--- config.mk ---
export PLATFORM = sky130hd
export DESIGN_NAME = nonce_collector_hub
export DESIGN_NICKNAME = d
export VERILOG_FILES = /design/src/rtl/nonce_collector_hub_pkg.sv /design/src/rtl/nonce_collector_hub_fifo.sv /design/src/rtl/nonce_collector_hub.sv
export SDC_FILE = /design/constraint.sdc
export NUM_CORES = 1
export LEC_CHECK = 0
export ABC_AREA = 0
export ABC_CLOCK_PERIOD_IN_PS = 7200
export CAP_MARGIN = 20
export CORE_ASPECT_RATIO = 0.75
export CORE_MARGIN = 1.5
export CORE_UTILIZATION = 33
export CTS_CLUSTER_DIAMETER = 120
export DETAILED_ROUTE_END_ITERATION = 16
export PLACE_DENSITY = 0.52
export RECOVER_POWER = 25
export SYNTH_ARGS = -nofsm -noshare
export SYNTH_HDL_FRONTEND = slang
export SYNTH_HIERARCHICAL = 1
export SYNTH_SLANG_ARGS = --single-unit
--- constraint.sdc ---
create_clock -name clk -period 7.2 [get_ports clk]
set_input_delay 0.72 -clock clk [delete_from_list [all_inputs] [get_ports clk]]
set_output_delay 0.72 -clock clk [all_outputs]
set_load 0.01 [all_outputs]
--- src/rtl/nonce_collector_hub_pkg.sv ---
// -----------------------------------------------------------------------------
// nonce_collector_hub_pkg
// Shared definitions for the nonce collector hub:
//   - tx_state_t   : transmit FSM state encoding
//   - BUSY_TIMEOUT : cycles WAIT_BUSY waits for serial_busy before assuming the
//                    transmitter already finished
//   - sat_add16    : saturating adder used by the drop counter
// -----------------------------------------------------------------------------
package nonce_collector_hub_pkg;

    typedef enum logic [1:0] {
        ST_IDLE      = 2'd0,
        ST_SEND      = 2'd1,
        ST_WAIT_BUSY = 2'd2,
        ST_WAIT_DONE = 2'd3
    } tx_state_t;

    localparam int unsigned BUSY_TIMEOUT = 4;
    localparam int unsigned TO_CNT_W     = 3;
    localparam logic [15:0] DROP_MAX     = 16'hFFFF;

    // Add a small increment to a 16-bit counter, clamping at all-ones.
    function automatic logic [15:0] sat_add16(input logic [15:0] value,
                                              input logic [4:0]  inc);
        logic [16:0] sum;
        sum = {1'b0, value} + {12'd0, inc};
        return sum[16] ? DROP_MAX : sum[15:0];
    endfunction

endpackage

--- src/rtl/nonce_collector_hub_fifo.sv ---
// -----------------------------------------------------------------------------
// nonce_fifo
// Synchronous single-clock FIFO holding captured nonces.
// Parameters: NONCE_W (word width), FIFO_DEPTH (power of two, 2..64).
// Ports:
//   clk, rst_n          clock, asynchronous active-low reset
//   push, push_data     write request (ignored when full)
//   pop, pop_data       read request (ignored when empty); pop_data is the head
//   full, empty, count  occupancy status (count is $clog2(FIFO_DEPTH)+1 bits)
// -----------------------------------------------------------------------------
module nonce_fifo
    import nonce_collector_hub_pkg::*;
#(
    parameter int NONCE_W    = 32,
    parameter int FIFO_DEPTH = 8
) (
    input  logic                          clk,
    input  logic                          rst_n,
    input  logic                          push,
    input  logic [NONCE_W-1:0]            push_data,
    input  logic                          pop,
    output logic [NONCE_W-1:0]            pop_data,
    output logic                          full,
    output logic                          empty,
    output logic [$clog2(FIFO_DEPTH):0]   count
);

    localparam int AW = $clog2(FIFO_DEPTH);
    localparam int CW = AW + 1;

    logic [NONCE_W-1:0] mem_r [FIFO_DEPTH];
    logic [AW-1:0]      wr_ptr_r;
    logic [AW-1:0]      rd_ptr_r;
    logic [CW-1:0]      count_r;
    logic               do_push_s;
    logic               do_pop_s;

    assign full      = (count_r == CW'(FIFO_DEPTH));
    assign empty     = (count_r == CW'(0));
    assign count     = count_r;
    assign pop_data  = mem_r[rd_ptr_r];
    assign do_push_s = push & ~full;
    assign do_pop_s  = pop & ~empty;

    // Storage array; data needs no reset because occupancy guards every read.
    always_ff @(posedge clk) begin
        if (do_push_s) begin
            mem_r[wr_ptr_r] <= push_data;
        end
    end

    // Pointers wrap naturally at FIFO_DEPTH since the depth is a power of two.
    always_ff @(posedge clk or negedge rst_n) begin
        if (!rst_n) begin
            wr_ptr_r <= '0;
            rd_ptr_r <= '0;
            count_r  <= '0;
        end else begin
            if (do_push_s) begin
                wr_ptr_r <= wr_ptr_r + AW'(1);
            end
            if (do_pop_s) begin
                rd_ptr_r <= rd_ptr_r + AW'(1);
            end
            case ({do_push_s, do_pop_s})
                2'b10:   count_r <= count_r + CW'(1);
                2'b01:   count_r <= count_r - CW'(1);
                default: count_r <= count_r;
            endcase
        end
    end

endmodule

--- src/rtl/nonce_collector_hub.sv ---
// -----------------------------------------------------------------------------
// nonce_collector_hub
// Collects nonces from SLAVES sources, queues them in a FIFO and hands them one
// at a time to a serial transmitter.
// Parameters: SLAVES (1..16), FIFO_DEPTH (power of two, 2..64), NONCE_W.
// Ports:
//   clk, rst_n      clock, asynchronous active-low reset
//   slave_nonces    packed nonces, slave i at [i*NONCE_W +: NONCE_W]
//   new_nonces      per-slave valid level; a 0->1 transition is a new nonce
//   serial_busy     transmitter busy
//   serial_send     one-cycle transmit strobe
//   golden_nonce    word under transmission
//   fifo_count      FIFO occupancy
//   drop_count      saturating count of nonces lost to capture overrun
// Build option: define NONCE_DEDUP_EN to discard a granted nonce equal to the
// last nonce written to the FIFO since reset.
// -----------------------------------------------------------------------------
module nonce_collector_hub
    import nonce_collector_hub_pkg::*;
#(
    parameter int SLAVES     = 4,
    parameter int FIFO_DEPTH = 8,
    parameter int NONCE_W    = 32
) (
    input  logic                          clk,
    input  logic                          rst_n,
    input  logic [SLAVES*NONCE_W-1:0]     slave_nonces,
    input  logic [SLAVES-1:0]             new_nonces,
    input  logic                          serial_busy,
    output logic                          serial_send,
    output logic [NONCE_W-1:0]            golden_nonce,
    output logic [$clog2(FIFO_DEPTH):0]   fifo_count,
    output logic [15:0]                   drop_count
);

    localparam int IW = (SLAVES > 1) ? $clog2(SLAVES) : 1;

    // Input history and capture state
    logic                             hist_valid_r;
    logic [SLAVES-1:0]                nn_r;
    logic [SLAVES-1:0]                nn_prev_r;
    logic [SLAVES*NONCE_W-1:0]        sn_r;
    logic [SLAVES-1:0][NONCE_W-1:0]   held_r;
    logic [SLAVES-1:0]                pending_r;
    logic [15:0]                      drop_count_r;
    logic [IW-1:0]                    rr_ptr_r;

    logic [SLAVES-1:0]                edge_s;
    logic [SLAVES-1:0]                drop_vec_s;
    logic [4:0]                       drop_inc_s;
    logic [SLAVES-1:0]                grant_s;
    logic                             grant_vld_s;
    logic [IW-1:0]                    grant_idx_s;
    logic [IW-1:0]                    rr_next_s;
    logic                             push_s;

    // FIFO interface
    logic [NONCE_W-1:0]               fifo_head_s;
    logic                             fifo_full_s;
    logic                             fifo_empty_s;
    logic                             pop_s;

    // Transmit FSM
    tx_state_t                        state_r;
    tx_state_t                        state_next_s;
    logic [TO_CNT_W-1:0]              to_cnt_r;
    logic [TO_CNT_W-1:0]              to_cnt_next_s;
    logic                             serial_send_r;
    logic [NONCE_W-1:0]               golden_r;

    assign edge_s = nn_r & ~nn_prev_r;

    // Register the valid levels and data once. On the first cycle after reset
    // both history stages load the same value, so a level already high at
    // release is not mistaken for a rising edge.
    always_ff @(posedge clk or negedge rst_n) begin
        if (!rst_n) begin
            hist_valid_r <= 1'b0;
            nn_r         <= '0;
            nn_prev_r    <= '0;
            sn_r         <= '0;
        end else begin
            hist_valid_r <= 1'b1;
            nn_r         <= new_nonces;
            sn_r         <= slave_nonces;
            if (hist_valid_r) begin
                nn_prev_r <= nn_r;
            end else begin
                nn_prev_r <= new_nonces;
            end
        end
    end

    // An edge is dropped only if the slave still holds an ungranted nonce;
    // an edge coinciding with its own grant is captured.
    always_comb begin
        drop_vec_s = '0;
        drop_inc_s = 5'd0;
        for (int i = 0; i < SLAVES; i++) begin
            drop_vec_s[i] = edge_s[i] & pending_r[i] & ~grant_s[i];
            drop_inc_s    = drop_inc_s + {4'd0, drop_vec_s[i]};
        end
    end

    // Round-robin arbiter: search starts at rr_ptr_r, stalls while FIFO is full.
    always_comb begin
        logic [IW-1:0] idx;
        idx         = '0;
        grant_vld_s = 1'b0;
        grant_idx_s = '0;
        if (!fifo_full_s) begin
            for (int k = 0; k < SLAVES; k++) begin
                idx = IW'((int'(rr_ptr_r) + k) % SLAVES);
                if (!grant_vld_s && pending_r[idx]) begin
                    grant_vld_s = 1'b1;
                    grant_idx_s = idx;
                end else begin
                    grant_vld_s = grant_vld_s;
                end
            end
        end else begin
            grant_vld_s = 1'b0;
        end
        grant_s   = grant_vld_s ? (SLAVES'(1) << grant_idx_s) : '0;
        rr_next_s = (grant_idx_s == IW'(SLAVES - 1)) ? '0 : grant_idx_s + IW'(1);
    end

`ifdef NONCE_DEDUP_EN
    logic [NONCE_W-1:0] last_pushed_r;
    logic               last_vld_r;
    logic               dup_s;

    assign dup_s  = last_vld_r && (held_r[grant_idx_s] == last_pushed_r);
    assign push_s = grant_vld_s & ~dup_s;

    // Remember the last word written to the FIFO for duplicate suppression.
    always_ff @(posedge clk or negedge rst_n) begin
        if (!rst_n) begin
            last_pushed_r <= '0;
            last_vld_r    <= 1'b0;
        end else if (push_s) begin
            last_pushed_r <= held_r[grant_idx_s];
            last_vld_r    <= 1'b1;
        end
    end
`else
    assign push_s = grant_vld_s;
`endif

    // Capture registers, pending flags, drop counter and RR pointer.
    always_ff @(posedge clk or negedge rst_n) begin
        if (!rst_n) begin
            held_r       <= '0;
            pending_r    <= '0;
            drop_count_r <= 16'd0;
            rr_ptr_r     <= '0;
        end else begin
            for (int i = 0; i < SLAVES; i++) begin
                if (edge_s[i] && !drop_vec_s[i]) begin
                    held_r[i]    <= sn_r[i*NONCE_W +: NONCE_W];
                    pending_r[i] <= 1'b1;
                end else if (grant_s[i]) begin
                    pending_r[i] <= 1'b0;
                end
            end
            drop_count_r <= sat_add16(drop_count_r, drop_inc_s);
            if (grant_vld_s) begin
                rr_ptr_r <= rr_next_s;
            end
        end
    end

    nonce_fifo #(
        .NONCE_W    (NONCE_W),
        .FIFO_DEPTH (FIFO_DEPTH)
    ) u_fifo (
        .clk       (clk),
        .rst_n     (rst_n),
        .push      (push_s),
        .push_data (held_r[grant_idx_s]),
        .pop       (pop_s),
        .pop_data  (fifo_head_s),
        .full      (fifo_full_s),
        .empty     (fifo_empty_s),
        .count     (fifo_count)
    );

    // Transmit FSM next-state logic; the pop happens on the IDLE->SEND move.
    always_comb begin
        state_next_s  = state_r;
        to_cnt_next_s = to_cnt_r;
        pop_s         = 1'b0;
        case (state_r)
            ST_IDLE: begin
                if (!fifo_empty_s && !serial_busy) begin
                    state_next_s = ST_SEND;
                    pop_s        = 1'b1;
                end else begin
                    state_next_s = ST_IDLE;
                end
            end
            ST_SEND: begin
                state_next_s  = ST_WAIT_BUSY;
                to_cnt_next_s = '0;
            end
            ST_WAIT_BUSY: begin
                // A transmitter that never raises busy is assumed done after
                // BUSY_TIMEOUT cycles here.
                if (serial_busy) begin
                    state_next_s = ST_WAIT_DONE;
                end else if (to_cnt_r == TO_CNT_W'(BUSY_TIMEOUT - 1)) begin
                    state_next_s = ST_IDLE;
                end else begin
                    to_cnt_next_s = to_cnt_r + TO_CNT_W'(1);
                end
            end
            ST_WAIT_DONE: begin
                if (!serial_busy) begin
                    state_next_s = ST_IDLE;
                end else begin
                    state_next_s = ST_WAIT_DONE;
                end
            end
            default: begin
                state_next_s = ST_IDLE;
            end
        endcase
    end

    // Transmit FSM state and registered outputs.
    always_ff @(posedge clk or negedge rst_n) begin
        if (!rst_n) begin
            state_r       <= ST_IDLE;
            to_cnt_r      <= '0;
            serial_send_r <= 1'b0;
            golden_r      <= '0;
        end else begin
            state_r       <= state_next_s;
            to_cnt_r      <= to_cnt_next_s;
            serial_send_r <= (state_next_s == ST_SEND);
            if (pop_s) begin
                golden_r <= fifo_head_s;
            end
        end
    end

    assign serial_send  = serial_send_r;
    assign golden_nonce = golden_r;
    assign drop_count   = drop_count_r;

endmodule
==> results.yml <==
floorplan:
  start_util_pct: 33.3
  die_h_microns: 228
  num_rows: 82
  design.core.area_sq_um: 66700
  io_pins: 188
  dieWidth_microns: 303
  dieArea_sq_um: 68900
hold_path:
  min_to: "held_r[12]$_DFFE_PN0P_"
  min_path_type: "flip-flop to flip-flop"
  hold_depth: 1
  hp-start: "sn_r[12]$_DFF_PN0_"
global_routing:
  grt_max_degree: 182
  grt_pass1_vias: 11700
  antenna_found_initial: 8
  gr-usage-met2_pct: 22.6
  grtUsageMet3_pct: 2.61
  grt_pass1_wl_microns: 74000
  overflow: 0
  gr-usage-met1_pct: 21.0
  grt_usage_pct: 14.5
  gr-max-usage-layer: "met2"
final_layout:
  area_growth_pct: 23.4
  fin_nets: 1502
  n_fill_cell: 5916
  postLayoutCellArea_sq_um: 27400
  drive_gt1_share_pct: 29.2
power:
  power.leakage_nw: 10.3
  power.density_nw_per_um2: 511
  ir_drop_v: 0.000344
logic_synthesis:
  synth_cells: 1122
  synth_async_sr_flop_share_pct: 56.7
  synth_compound_area_share_pct: 1.38
  yosysSeqAreaShare_pct: 72.4
  syn_avg_cell_area_sq_um: 19.8
  ys.flop_type: "dfrtp_1"
  synth-simple-area-share_pct: 2.25
  synthesis.nets: 1273
  synth-xor-area-share_pct: 0.552
  yosysUniqueCellTypes: 55
  synth_top_family_by_area: "multiplexers"
  synth-edff-count: 256
  synth_area_sq_um: 22200
  yosys.area.top_type: "dfrtp_1"
  synthTopCellsByArea: "dfrtp_1 38%, edfxtp_1 35%, mux2_2 10%"
  muxShareOfSynthArea_pct: 20.7
  synthAdderAreaFrac_pct: 1.04
  synth_top_area_share_pct: 37.7
  yosys_warnings: 6
  ys_ff_latch: 591
timing:
  finalWorstSetupSlack_ns: 1.90
  finalCritPeriodShare_pct: 73.6
  drv_slew: 78
  fin_crit_ns: 5.30
  tns_ns: 0
  skew_ns: 0.0217
  setup_viol: 0
  worst_slew_pin_slew_ns: 4.71
  rsz0062_at_grt: "no"
  hold_viol: 0
  timing.fmax_mhz: 189
  relSlewSlack_pct: -214
worst_setup_path:
  worstSetupEndpointType: "flip-flop"
  reg2reg_to: "drop_count[11]$_DFF_PN0_"
  crit_arrival_ns: 5.84
  crit_path_frequent_cell: "fa_1"
  critPathTopFamily: "simple AND/OR/NAND/NOR gates"
  cp-start-kind: "flip-flop"
  critPathMaxFanout: 13
  ff2ff_path_depth: 15
  worstSetupPathType: "flip-flop to flip-flop"
  crit_chain: "nand3b_1, a21o_1, a221oi_4, inv_1, ha_1, a21boi_0, nand3_1, fa_1, fa_1, inv_1, fa_1, nand3_1, or2_0, or4_4, o21ai_0"
  r2r_setup_slack_ns: 1.90
  cp-startpoint: "rr_ptr_r[1]$_DFFE_PN0P_"
  crit_buf_inv: 2
  crit_path_top_delay_cell: "a221oi_4"
  rr_startpoint: "rr_ptr_r[1]$_DFFE_PN0P_"
  critPathMaxStageDelay_ns: 0.78
  required_ns: 7.74
cts:
  clkLatencyLatePin_ns: 0.63
  cts_hold_buffers: 0
  postCtsSetupBuffers: 0
  clock_sinks: 591
  cts_buffer_depth: 3
  root_buffer: "clkbuf_16"
  ctsHtreeMaxLevel: 2
  cts_buffers: 60
  cts.clk_slew.worst_paths_ns: 0.06
  cts_tree: "done"
  cts.repair.resized: 0
placement:
  placed_cell_area_sq_um: 25200
  routabilityCongestion: 0.736
  dp_hpwl_microns: 29600
  numPortBuffers: 187
  dp_slack_ns: 1.85
detailed_routing:
  avgRoutedWirePerCell_microns: 21.1
  wl_microns: 48500
  drc: 10
  drtAntennaViolNets: 0
  avgViaCountPerCell: 4.68
  drt_iter0_markers: 603
  drt_pass1_iterations: 10
  vias: 10700
status:
  violations: "DRC, capacitance limit, slew limit"
  status: "finished, violations left"
flow_run:
  maxCapViolations: 1
[cells in the final DEF (no fill, tap or decap), types with 5 or more instances in the layout]
cell type,instances
clkdlybuf4s50_1,54
dlygate4sd3_1,132
mux4_1,33
xnor2_1,8
nor2_1,10
clkbuf_16,62
mux2i_1,5
mux2_2,200
diode_2,6
xor2_1,6
a21o_1,6
a21oi_1,5
edfxtp_1,256
nand2_1,23
clkbuf_8,12
bufinv_16,10
nand2b_1,6
buf_4,21
clkbuf_1,11
dfrtp_1,333
inv_1,19
o21ai_0,10
nand3_1,13
nor3_1,6
nor2_4,6
mux4_2,63
clkinv_2,12
ha_1,12
[flip-flops by register name (all words and copies together) (netlist names), 3 cells and up]
signal,flops
sn_r,128
nn_prev_r,4
drop_count,16
u_fifo/count,4
to_cnt_r,3
held_r,128
nn_r,4
golden_nonce,32
u_fifo/mem_r,256
u_fifo/wr_ptr_r,3
u_fifo/rd_ptr_r,3
pending_r,4
[kinds of logic (layout without fill, tap and decap cells)]
family,count (synthesis),after routing
adders and majority gates,16,16
buffers and inverters,65,346
and+or+nand+nor,93,93
muxes,302,302
DFF,591,591
AOI/OAI and AO/OA,40,40
other,1,7
xor gates and xnor gates,14,14
[layout make-up]
class                      count  area, sq um  area share, %
multi-input combinational    466         5850           21.4
clock inverter                31          447           1.63
sequential                   591        16100           58.7
inverter                      20         75.1          0.274
clock buffer                  83         1750           6.39
tap                          882         1100           4.03
timing repair buffer         212         2090           7.61
antenna                        6         15.0         0.0548
[cells in the mapped netlist, drive strengths merged (3+ instances only)]
| master | number |
|---|---|
| nand3b | 3 |
| clkbuf | 10 |
| a21boi | 4 |
| nor2 | 16 |
| a21o | 6 |
| xnor2 | 8 |
| dfrtp | 335 |
| mux2 | 201 |
| nor3 | 8 |
| nor4 | 3 |
| inv | 20 |
| ha | 12 |
| a21oi | 5 |
| nand2b | 6 |
| nor3b | 8 |
| fa | 4 |
| xor2 | 6 |
| buf | 35 |
| edfxtp | 256 |
| mux2i | 5 |
| nor2b | 4 |
| mux4 | 96 |
| nand3 | 13 |
| o21ai | 10 |
| nand2 | 23 |
[layer usage]
| layer | vias to the layer above | wire [microns] |
|---|---|---|
| li1 | 4770 | - |
| met1 | 5712 | 23100 |
| met2 | 161 | 22500 |
| met3 | 71 | 1890 |
| met4 | 2 | 940 |
| met5 | - | 13 |
[stage by stage]
step / utilization, % / total power (W) / hold WS (ns) / instances
detailed placement: 37.7 / 0.0108 / 0.462 / 2169
finish: 41.1 / 0.0140 / 0.471 / 2291
CTS: 41.0 / 0.0143 / 0.0876 / 2283
global placement: 37.7 / 0.0107 / 0.460 / 2169
floorplan: - / 0.00900 / 0.424 / 1122
global route: 41.1 / 0.0148 / 0.488 / 2286
[report_power, final]
part	internal, W	switching, W	total (W)
combinational	0.00207	0.00245	0.00452
clock	0.00206	0.00131	0.00337
sequential	0.00557	0.000540	0.00611
[worst max-delay path by stage]
stage	to	cells past startpoint	slack [ns]
floorplan	drop_count[13]$_DFF_PN0_	18	2.27
detailed placement	drop_count[11]$_DFF_PN0_	18	1.85
finish	drop_count[11]$_DFF_PN0_	15	1.90
CTS	drop_count[11]$_DFF_PN0_	15	1.85
global placement	drop_count[11]$_DFF_PN0_	15	2.03
global route	u_fifo/rd_ptr_r[0]$_DFFE_PN0P_	1	0.94
Note: power is estimated with default switching activity, not from simulation.
